## config.mk

```make
export PLATFORM = sky130hd
export DESIGN_NAME = simon_cfg_ctrl
export DESIGN_NICKNAME = d
export VERILOG_FILES = /design/src/rtl/simon_cfg_ctrl.sv
export SDC_FILE = /design/constraint.sdc
export NUM_CORES = 1
export LEC_CHECK = 0
export BUFFER_PORTS_ARGS = -buffer_cell sky130_fd_sc_hd__buf_4
export CORE_MARGIN = 2
export CORE_UTILIZATION = 47
export CTS_CLUSTER_SIZE = 28
export DETAILED_ROUTE_END_ITERATION = 8
export GPL_TIMING_DRIVEN = 1
export HOLD_SLACK_MARGIN = 0.08
export PLACE_DENSITY = 0.88
export SETUP_SLACK_MARGIN = 0.5
export SLEW_MARGIN = 10
export SYNTH_ARGS = -nofsm -noshare
export SYNTH_HDL_FRONTEND = slang
export SYNTH_SLANG_ARGS = --single-unit
```

## constraint.sdc

```tcl
create_clock -name clk_simon_cfg -period 7.6 [get_ports clk_simon_cfg]
set_input_delay 1.52 -clock clk_simon_cfg [delete_from_list [all_inputs] [get_ports clk_simon_cfg]]
set_output_delay 1.52 -clock clk_simon_cfg [all_outputs]
set_load 0.01 [all_outputs]
```

## src/rtl/simon_cfg_ctrl.sv

```systemverilog
// Simon128/128 configuration slave: AXI4-Lite register file plus key-load/start/done sequencer.
// Latency: bresp and rdata one cycle after acceptance; key_load_o/start_o one or two cycles after START.
// Backpressure: one outstanding write and one outstanding read; a held bvalid/rvalid stalls the next request.
module simon_cfg_ctrl #(
    parameter int CFG_ADDR_WIDTH = 32,
    parameter int CFG_DATA_WIDTH = 32,
    parameter int CFG_RESP_WIDTH = 2,
    parameter int CFG_STRB_WIDTH = 4,
    parameter int KEY_WIDTH      = 128,
    parameter int TIMEOUT        = 1024
) (
    input  logic                      clk_simon_cfg,
    input  logic                      rst_simon_cfg,
    input  logic [CFG_ADDR_WIDTH-1:0] simon_cfg_awaddr,
    input  logic [2:0]                simon_cfg_awprot,
    input  logic                      simon_cfg_awvalid,
    output logic                      simon_cfg_awready,
    input  logic [CFG_DATA_WIDTH-1:0] simon_cfg_wdata,
    input  logic [CFG_STRB_WIDTH-1:0] simon_cfg_wstrb,
    input  logic                      simon_cfg_wvalid,
    output logic                      simon_cfg_wready,
    output logic [CFG_RESP_WIDTH-1:0] simon_cfg_bresp,
    output logic                      simon_cfg_bvalid,
    input  logic                      simon_cfg_bready,
    input  logic [CFG_ADDR_WIDTH-1:0] simon_cfg_araddr,
    input  logic [2:0]                simon_cfg_arprot,
    input  logic                      simon_cfg_arvalid,
    output logic                      simon_cfg_arready,
    output logic [CFG_DATA_WIDTH-1:0] simon_cfg_rdata,
    output logic [CFG_RESP_WIDTH-1:0] simon_cfg_rresp,
    output logic                      simon_cfg_rvalid,
    input  logic                      simon_cfg_rready,
    output logic [KEY_WIDTH-1:0]      key_o,
    output logic                      decrypt_o,
    output logic                      key_load_o,
    output logic                      start_o,
    input  logic                      core_done_i,
    output logic                      irq_o
);

    localparam int TW = (TIMEOUT > 1) ? $clog2(TIMEOUT) : 1;
    localparam logic [CFG_RESP_WIDTH-1:0] RESP_OKAY   = '0;
    localparam logic [CFG_RESP_WIDTH-1:0] RESP_SLVERR = CFG_RESP_WIDTH'(2);

    typedef enum logic [1:0] {ST_IDLE, ST_KEYLD, ST_ISSUE, ST_RUN} state_t;

    state_t                    state_q, state_d;
    logic [TW-1:0]             timer_q;
    logic [CFG_DATA_WIDTH-1:0] key_q [4];
    logic [3:0]                key_written_q;
    logic                      key_dirty_q;
    logic                      decrypt_q, irq_en_q, done_q, tmo_q, irq_q;
    logic [31:0]               blk_count_q;

    logic                      busy, key_valid;
    logic                      wr_fire, rd_fire;
    logic [3:0]                wr_idx, rd_idx;
    logic                      wr_err, ctrl_sel, status_sel, key_sel;
    logic                      ctrl_wr, status_wr, key_wr;
    logic                      start_req, start_go, start_nokey, clr_req;
    logic                      run_done, run_tmo;
    logic [CFG_DATA_WIDTH-1:0] rd_data;
    logic                      rd_err;
    logic                      unused_bits;

    assign unused_bits = ^{simon_cfg_awprot, simon_cfg_arprot,
                           simon_cfg_awaddr[CFG_ADDR_WIDTH-1:6], simon_cfg_awaddr[1:0],
                           simon_cfg_araddr[CFG_ADDR_WIDTH-1:6], simon_cfg_araddr[1:0]};

    assign busy      = (state_q != ST_IDLE);
    assign key_valid = &key_written_q;
    assign wr_idx    = simon_cfg_awaddr[5:2];
    assign rd_idx    = simon_cfg_araddr[5:2];

    // AW and W are accepted together, only while no write response is pending
    assign wr_fire           = simon_cfg_awvalid & simon_cfg_wvalid & ~simon_cfg_bvalid;
    assign simon_cfg_awready = wr_fire;
    assign simon_cfg_wready  = wr_fire;
    assign rd_fire           = simon_cfg_arvalid & ~simon_cfg_rvalid;
    assign simon_cfg_arready = rd_fire;

    // Write address decode and rejection of writes that would disturb a running block
    always_comb begin
        wr_err     = 1'b0;
        ctrl_sel   = 1'b0;
        status_sel = 1'b0;
        key_sel    = 1'b0;
        case (wr_idx)
            4'h0: begin
                ctrl_sel = 1'b1;
                if (busy && simon_cfg_wstrb[0] && (simon_cfg_wdata[1] != decrypt_q)) wr_err = 1'b1;
            end
            4'h1: status_sel = 1'b1;
            4'h2: ;
            4'h4, 4'h5, 4'h6, 4'h7: begin
                if (busy) wr_err = 1'b1;
                else      key_sel = 1'b1;
            end
            default: wr_err = 1'b1;
        endcase
    end

    assign ctrl_wr     = wr_fire & ctrl_sel & simon_cfg_wstrb[0] & ~wr_err;
    assign status_wr   = wr_fire & status_sel & simon_cfg_wstrb[0];
    assign key_wr      = wr_fire & key_sel;
    assign start_req   = ctrl_wr & simon_cfg_wdata[0] & ~busy;
    assign start_go    = start_req & key_valid;
    assign start_nokey = start_req & ~key_valid;
    assign clr_req     = ctrl_wr & simon_cfg_wdata[3];

    // Sequencer next state and one-cycle pulses; core_done_i only matters in RUN
    always_comb begin
        state_d    = state_q;
        key_load_o = 1'b0;
        start_o    = 1'b0;
        run_done   = 1'b0;
        run_tmo    = 1'b0;
        case (state_q)
            ST_IDLE:  if (start_go) state_d = key_dirty_q ? ST_KEYLD : ST_ISSUE;
            ST_KEYLD: begin
                key_load_o = 1'b1;
                state_d    = ST_ISSUE;
            end
            ST_ISSUE: begin
                start_o = 1'b1;
                state_d = ST_RUN;
            end
            ST_RUN: begin
                if (core_done_i) begin
                    run_done = 1'b1;
                    state_d  = ST_IDLE;
                end else if (timer_q == TW'(TIMEOUT - 1)) begin
                    run_tmo = 1'b1;
                    state_d = ST_IDLE;
                end
            end
            default: state_d = ST_IDLE;
        endcase
    end

    // State register and completion timer (zeroed while start_o is issued)
    always_ff @(posedge clk_simon_cfg or posedge rst_simon_cfg) begin
        if (rst_simon_cfg) begin
            state_q <= ST_IDLE;
            timer_q <= '0;
        end else begin
            state_q <= state_d;
            if (state_q == ST_ISSUE)    timer_q <= '0;
            else if (state_q == ST_RUN) timer_q <= timer_q + 1'b1;
        end
    end

    // Key words with byte strobes; written/dirty tracking drives KEY_VALID and the reload decision
    always_ff @(posedge clk_simon_cfg or posedge rst_simon_cfg) begin
        if (rst_simon_cfg) begin
            for (int w = 0; w < 4; w++) key_q[w] <= '0;
            key_written_q <= '0;
            key_dirty_q   <= 1'b0;
        end else begin
            if (key_wr) begin
                for (int b = 0; b < CFG_STRB_WIDTH; b++)
                    if (simon_cfg_wstrb[b]) key_q[wr_idx[1:0]][8*b +: 8] <= simon_cfg_wdata[8*b +: 8];
                key_written_q[wr_idx[1:0]] <= 1'b1;
                key_dirty_q                <= 1'b1;
            end else if (state_q == ST_KEYLD) begin
                key_dirty_q <= 1'b0;
            end
        end
    end

    // Control/status bits and block counter; a completion beats W1C, a CLR beats the increment
    always_ff @(posedge clk_simon_cfg or posedge rst_simon_cfg) begin
        if (rst_simon_cfg) begin
            decrypt_q   <= 1'b0;
            irq_en_q    <= 1'b0;
            done_q      <= 1'b0;
            tmo_q       <= 1'b0;
            blk_count_q <= '0;
            irq_q       <= 1'b0;
        end else begin
            if (ctrl_wr) begin
                decrypt_q <= simon_cfg_wdata[1];
                irq_en_q  <= simon_cfg_wdata[2];
            end
            done_q <= run_done | (done_q & ~(status_wr & simon_cfg_wdata[1]));
            tmo_q  <= run_tmo | start_nokey | (tmo_q & ~(status_wr & simon_cfg_wdata[3]));
            if (clr_req)       blk_count_q <= '0;
            else if (run_done) blk_count_q <= blk_count_q + 32'd1;
            irq_q <= irq_en_q & (done_q | tmo_q);
        end
    end

    // Read data mux; unmapped offsets return zero with an error response
    always_comb begin
        rd_data = '0;
        rd_err  = 1'b0;
        case (rd_idx)
            4'h0: rd_data[2:1] = {irq_en_q, decrypt_q};
            4'h1: rd_data[3:0] = {tmo_q, key_valid, done_q, busy};
            4'h2: rd_data = blk_count_q;
            4'h4, 4'h5, 4'h6, 4'h7: rd_data = key_q[rd_idx[1:0]];
            default: rd_err = 1'b1;
        endcase
    end

    // Response channels: data captured at acceptance and held until the master takes it
    always_ff @(posedge clk_simon_cfg or posedge rst_simon_cfg) begin
        if (rst_simon_cfg) begin
            simon_cfg_bvalid <= 1'b0;
            simon_cfg_bresp  <= RESP_OKAY;
            simon_cfg_rvalid <= 1'b0;
            simon_cfg_rresp  <= RESP_OKAY;
            simon_cfg_rdata  <= '0;
        end else begin
            if (wr_fire) begin
                simon_cfg_bvalid <= 1'b1;
                simon_cfg_bresp  <= wr_err ? RESP_SLVERR : RESP_OKAY;
            end else if (simon_cfg_bready) begin
                simon_cfg_bvalid <= 1'b0;
            end
            if (rd_fire) begin
                simon_cfg_rvalid <= 1'b1;
                simon_cfg_rdata  <= rd_data;
                simon_cfg_rresp  <= rd_err ? RESP_SLVERR : RESP_OKAY;
            end else if (simon_cfg_rready) begin
                simon_cfg_rvalid <= 1'b0;
            end
        end
    end

    assign key_o     = {key_q[3], key_q[2], key_q[1], key_q[0]};
    assign decrypt_o = decrypt_q;
    assign irq_o     = irq_q;

endmodule
```

# Yosys cells after proc, flatten, opt, wreduce, memory -nomap -nowiden
# Index checks and enable logic that the tools add are counted.
[classes]
add_sub_neg = 2
n_mul = 0
n_div = 0
order_cmp = 5
n_eq_ne = 19
shifts = 0
mux = 59
bitwise = 33
n_reduce_logical = 19
[ops]
columns = ["operator", "n"]
rows = [
  ["two-way mux 128 bit", 7],
  ["bitwise mux 128 bit", 4],
  ["demux 32 bit (select 2 bit)", 4],
  ["two-way mux 32 bit", 5],
  ["binary-select mux 32 bit (select 2 bit)", 1],
  ["case mux 28 bit (2 select lines)", 1],
  ["adder 32 x 1 -> 32 bit, second input constant", 1],
  ["== test 4 x 3 -> 1 bit, second input constant", 8],
  ["two-way mux 24 bit", 1],
  ["two-way mux 1 bit", 20],
  ["two-way mux 10 bit", 2],
  ["bitwise AND 1 bit", 19],
  ["two-way mux 16 bit", 1],
  ["case mux 2 bit (4 select lines)", 2],
  ["two-way mux 2 bit", 6],
  ["nonzero test 2 bit", 6],
  ["adder 10 x 1 -> 10 bit, second input constant", 1],
  ["== test 10 bit, second input constant", 1],
  ["case mux 1 bit (3 select lines)", 3],
  ["== test 4 x 1 -> 1 bit, second input constant", 2],
  ["== test 4 x 2 -> 1 bit, second input constant", 2],
  ["logical NOT 4 bit", 2],
  ["two-way mux 8 bit", 1],
  ["OR reduction 4 bit", 2],
  ["20 further kinds", 35],
]
[word_totals]
register_bits = 220
latch_bits = 0
mem_bits_rw = 0
rom_bits = 0
input_bits = 114
output_inout_bits = 173
elab_cells = 156
n_memories = 0

# Logic depth before layout (Yosys ltp)
[logic_depth]
word_depth = 16
mapped_depth = 7
ltp_nobuf = 6

# Worst setup path before layout
# No wires, ideal clock.
[synth_timing]
path_type = "input to output"
startpoint = "input simon_cfg_arvalid"
endpoint = "output simon_cfg_arready"
t_arrival_ps = 2126
required_ps = 6080
slack_ps = 3954
stages = 4
n_path_buf = 2
path_cell_list = "nand2b_1 -> clkbuf_1 -> inv_1 -> clkbuf_1"
[synth_between]
elab_chain_cells = 1
[synth_lines]
columns = ["item", "line_no", "source"]
rows = [
  ["start, declared", "27", "input logic simon_cfg_arvalid,"],
  ["bitwise AND 1 bit", "79", "assign rd_fire = simon_cfg_arvalid & ~simon_cfg_rvalid;"],
  ["end, declared", "28", "output logic simon_cfg_arready,"],
]
# No other way between the ends.

# Worst setup path after layout
# Same ends and word-level chain as after synthesis.

==> flow_metrics.py <==
metrics = {
    "cts": {
        "cts_tree": "built",
        "clk_latency_ps": 520,
        "ctsRootBufferMaster": "clkbuf_16",
        "clock_path_buffers": 3,
        "cts_buffers": 24,
        "post_cts_buffers": 0,
        "clk_transition_reported_paths_ps": 60,
        "clock_sinks": 218,
        "cts_hold_buffers": 0,
        "h-tree-depth": 1,
        "ctsResizeCount": 0,
    },
    "grt": {
        "grt_util_all_layers": 0.2410,
        "antenna_found_initial": 0,
        "grt_pass1_vias": 7753,
        "overflow": 0,
        "grt_max_degree": 76,
        "grt_pass1_wl_mm": 42.53,
    },
    "synthesis": {
        "synth.avg_cell_area_sq_um": 12.71,
        "netlist.area_leader.share": 0.5435,
        "yosysTopAreaCell": "dfrtp_1",
        "syn_inst": 790,
        "ys_async_sr_fraction": 1.000,
        "synthFlopType": "dfrtp_1",
        "netlist_top_cells_area": "dfrtp_1 54%, mux2_2 14%, mux4_2 7.2%",
        "ys_ff_latch": 218,
        "ys_seq_area_frac": 0.5435,
        "synth-edff-count": 0,
        "syn_area_sq_mm": 0.01004,
        "synth_commonest_cells": "218 x dfrtp_1, 125 x mux2_2, 83 x nor2_1",
        "yosysWarnings": 0,
        "yosysMostFrequentCell": "dfrtp_1",
        "synth_cell_types": 56,
    },
    "detailed_routing": {
        "drc": 0,
        "ant_nets": 0,
        "wire_per_inst_um": 21.00,
        "wl_mm": 27.28,
        "first_pass_iters": 5,
        "viasPerCell": 5.837,
        "dr_total_vias": 7582,
        "drtIter0Drc": 615,
    },
    "power": {
        "ir_worst_vdd_mv": 0.1867,
        "power.leakage_nw": 6.236,
        "cellPowerDensity_mw_per_mm2": 250.9,
    },
    "status": {
        "outcome": "finished, final reports clean",
    },
    "timing": {
        "drv_slew": 0,
        "worst_pin_slew_ps": 1140,
        "setup_viol": 0,
        "finalSetupTns_ps": 0,
        "min_period_over_period": 0.5602,
        "period_needed_ps": 4258,
        "hold_viol": 0,
        "fmax_mhz": 234.9,
        "finalClockSkew_ps": 17.76,
        "rsz0062_at_grt": "false",
        "relSlewSlack": 0.2399,
    },
    "setup_path": {
        "crit_type": "in -> out",
        "required_ps": 6080,
        "worst_setup_path_end_kind": "primary output",
        "critPathMaxFanout": 29,
        "cp.arrival_ps": 2740,
        "start_kind": "primary input",
    },
    "run": {
        "maxCapViolations": 0,
    },
    "floorplanning": {
        "die-height_um": 150.1,
        "die_area_sq_mm": 0.02254,
        "start_util": 0.4775,
        "rows": 53,
        "core_sq_mm": 0.02102,
        "die_w_um": 150.1,
        "io_pins": 287,
    },
    "place": {
        "io_buffers": 222,
        "dp_hpwl_mm": 19.13,
        "place.gp.congestion": 0.8356,
    },
    "finish": {
        "area_growth_pct": 26.83,
        "drive_gt1_frac": 0.4287,
        "n_antenna_cell": 0,
        "nets": 1128,
        "fin_util": 0.6056,
    },
    "worst_hold_path": {
        "worst_hold_path_type": "reg -> reg",
    },
}
[worst paths after layout]
path	start	endpoint	slack [ps]	depth (start not counted)
setup / recovery	simon_cfg_arvalid	simon_cfg_arready	3340	4
hold / removal	key_written_q[0]	key_written_q[0]	470	1
setup reg to reg	state_q[1]	key_o[95]	4410	6
hold reg to reg	key_written_q[0]	key_written_q[0]	470	1
max in group asynchronous	rst_simon_cfg	key_o[52]	4840	3
min in group asynchronous	rst_simon_cfg	key_o[34]	1260	2
[kinds of logic after synthesis]
family	count (synthesis)	share of synthesized area
other	1	0.0003736
buffers and inverters	57	0.02431
multiplexers	171	0.2268
AO/OA/AOI/OAI	95	0.06657
flip-flops	218	0.5435
XOR/XNOR	21	0.01832
adder cells (fa/ha/maj)	7	0.008726
AND/OR/NAND/NOR	220	0.1114
[power breakdown]
| group | switching, W | internal [W] |
|---|---|---|
| registers | 0.000118 | 0.00130 |
| clock network | 0.000465 | 0.000680 |
| logic | 0.000318 | 0.000316 |
[registers in the layout, summed over array words and instances (netlist names)]
name              flops
key_dirty_q           1
irq_o                 1
key_written_q         4
tmo_q                 1
simon_cfg_rresp       1
state_q               2
decrypt_o             1
blk_count_q          32
key_o               128
done_q                1
simon_cfg_bvalid      1
simon_cfg_bresp       1
simon_cfg_rdata      32
irq_en_q              1
timer_q              10
simon_cfg_rvalid      1
[placed cells by master, fill, tap and decap left out, types with 6 or more instances in the layout]
master and n:
clkbuf_16 24, xnor2_1 12, or3_1 8, xor2_1 9, inv_1 16, dfrtp_1 218
o31ai_1 12, nand4_1 15, mux4_2 32, ha_1 7, nor3_1 7, o21ai_0 15
clkinv_2 9, or4_1 15, a221oi_1 28, clkbuf_8 7, mux2_2 125, nand2_1 37
a21oi_1 21, nand3_1 17, mux2_1 6, buf_4 230, mux2i_1 8, nor2_1 82
[metal layers]
| metal | GRT usage | routed length [um] |
|---|---|---|
| met4 | 0.09057 | 962 |
| met1 | 0.3033 | 10520 |
| met3 | 0.06485 | 2223 |
| met2 | 0.4005 | 13580 |
| met5 | 0 | 0 |
[stage by stage]
step | instance area, sq um | hold WS (ps) | std cells | setup slack (ps) | total power [W]
after floorplan | 10040 | 439.2 | 791 | 3240 | 0.001746
after global placement | 11940 | 452.6 | 1256 | 3415 | 0.002034
after detailed placement | 11940 | 460.4 | 1256 | 3395 | 0.002065
after CTS | 12730 | 473.2 | 1299 | 3376 | 0.003207
after global routing | 12730 | 493.4 | 1299 | 3288 | 0.003324
final | 12730 | 473.8 | 1299 | 3342 | 0.003194
[cell type report]
type / instances / area, sq um
fillers: 1582 / 8292
flip-flops and latches: 218 / 5455
multi-input cells: 516 / 4344
repair buffers: 230 / 1727
well taps: 275 / 344.1
inverters: 17 / 67.56
clock buffers: 32 / 700.7
clock inverters: 11 / 91.34
[worst max-delay path, cell delays in order]
cell	delay [ps]
buf_4	80
nand2b_1	70
inv_1	780
buf_4	270
(Power assumes the default switching activity.)
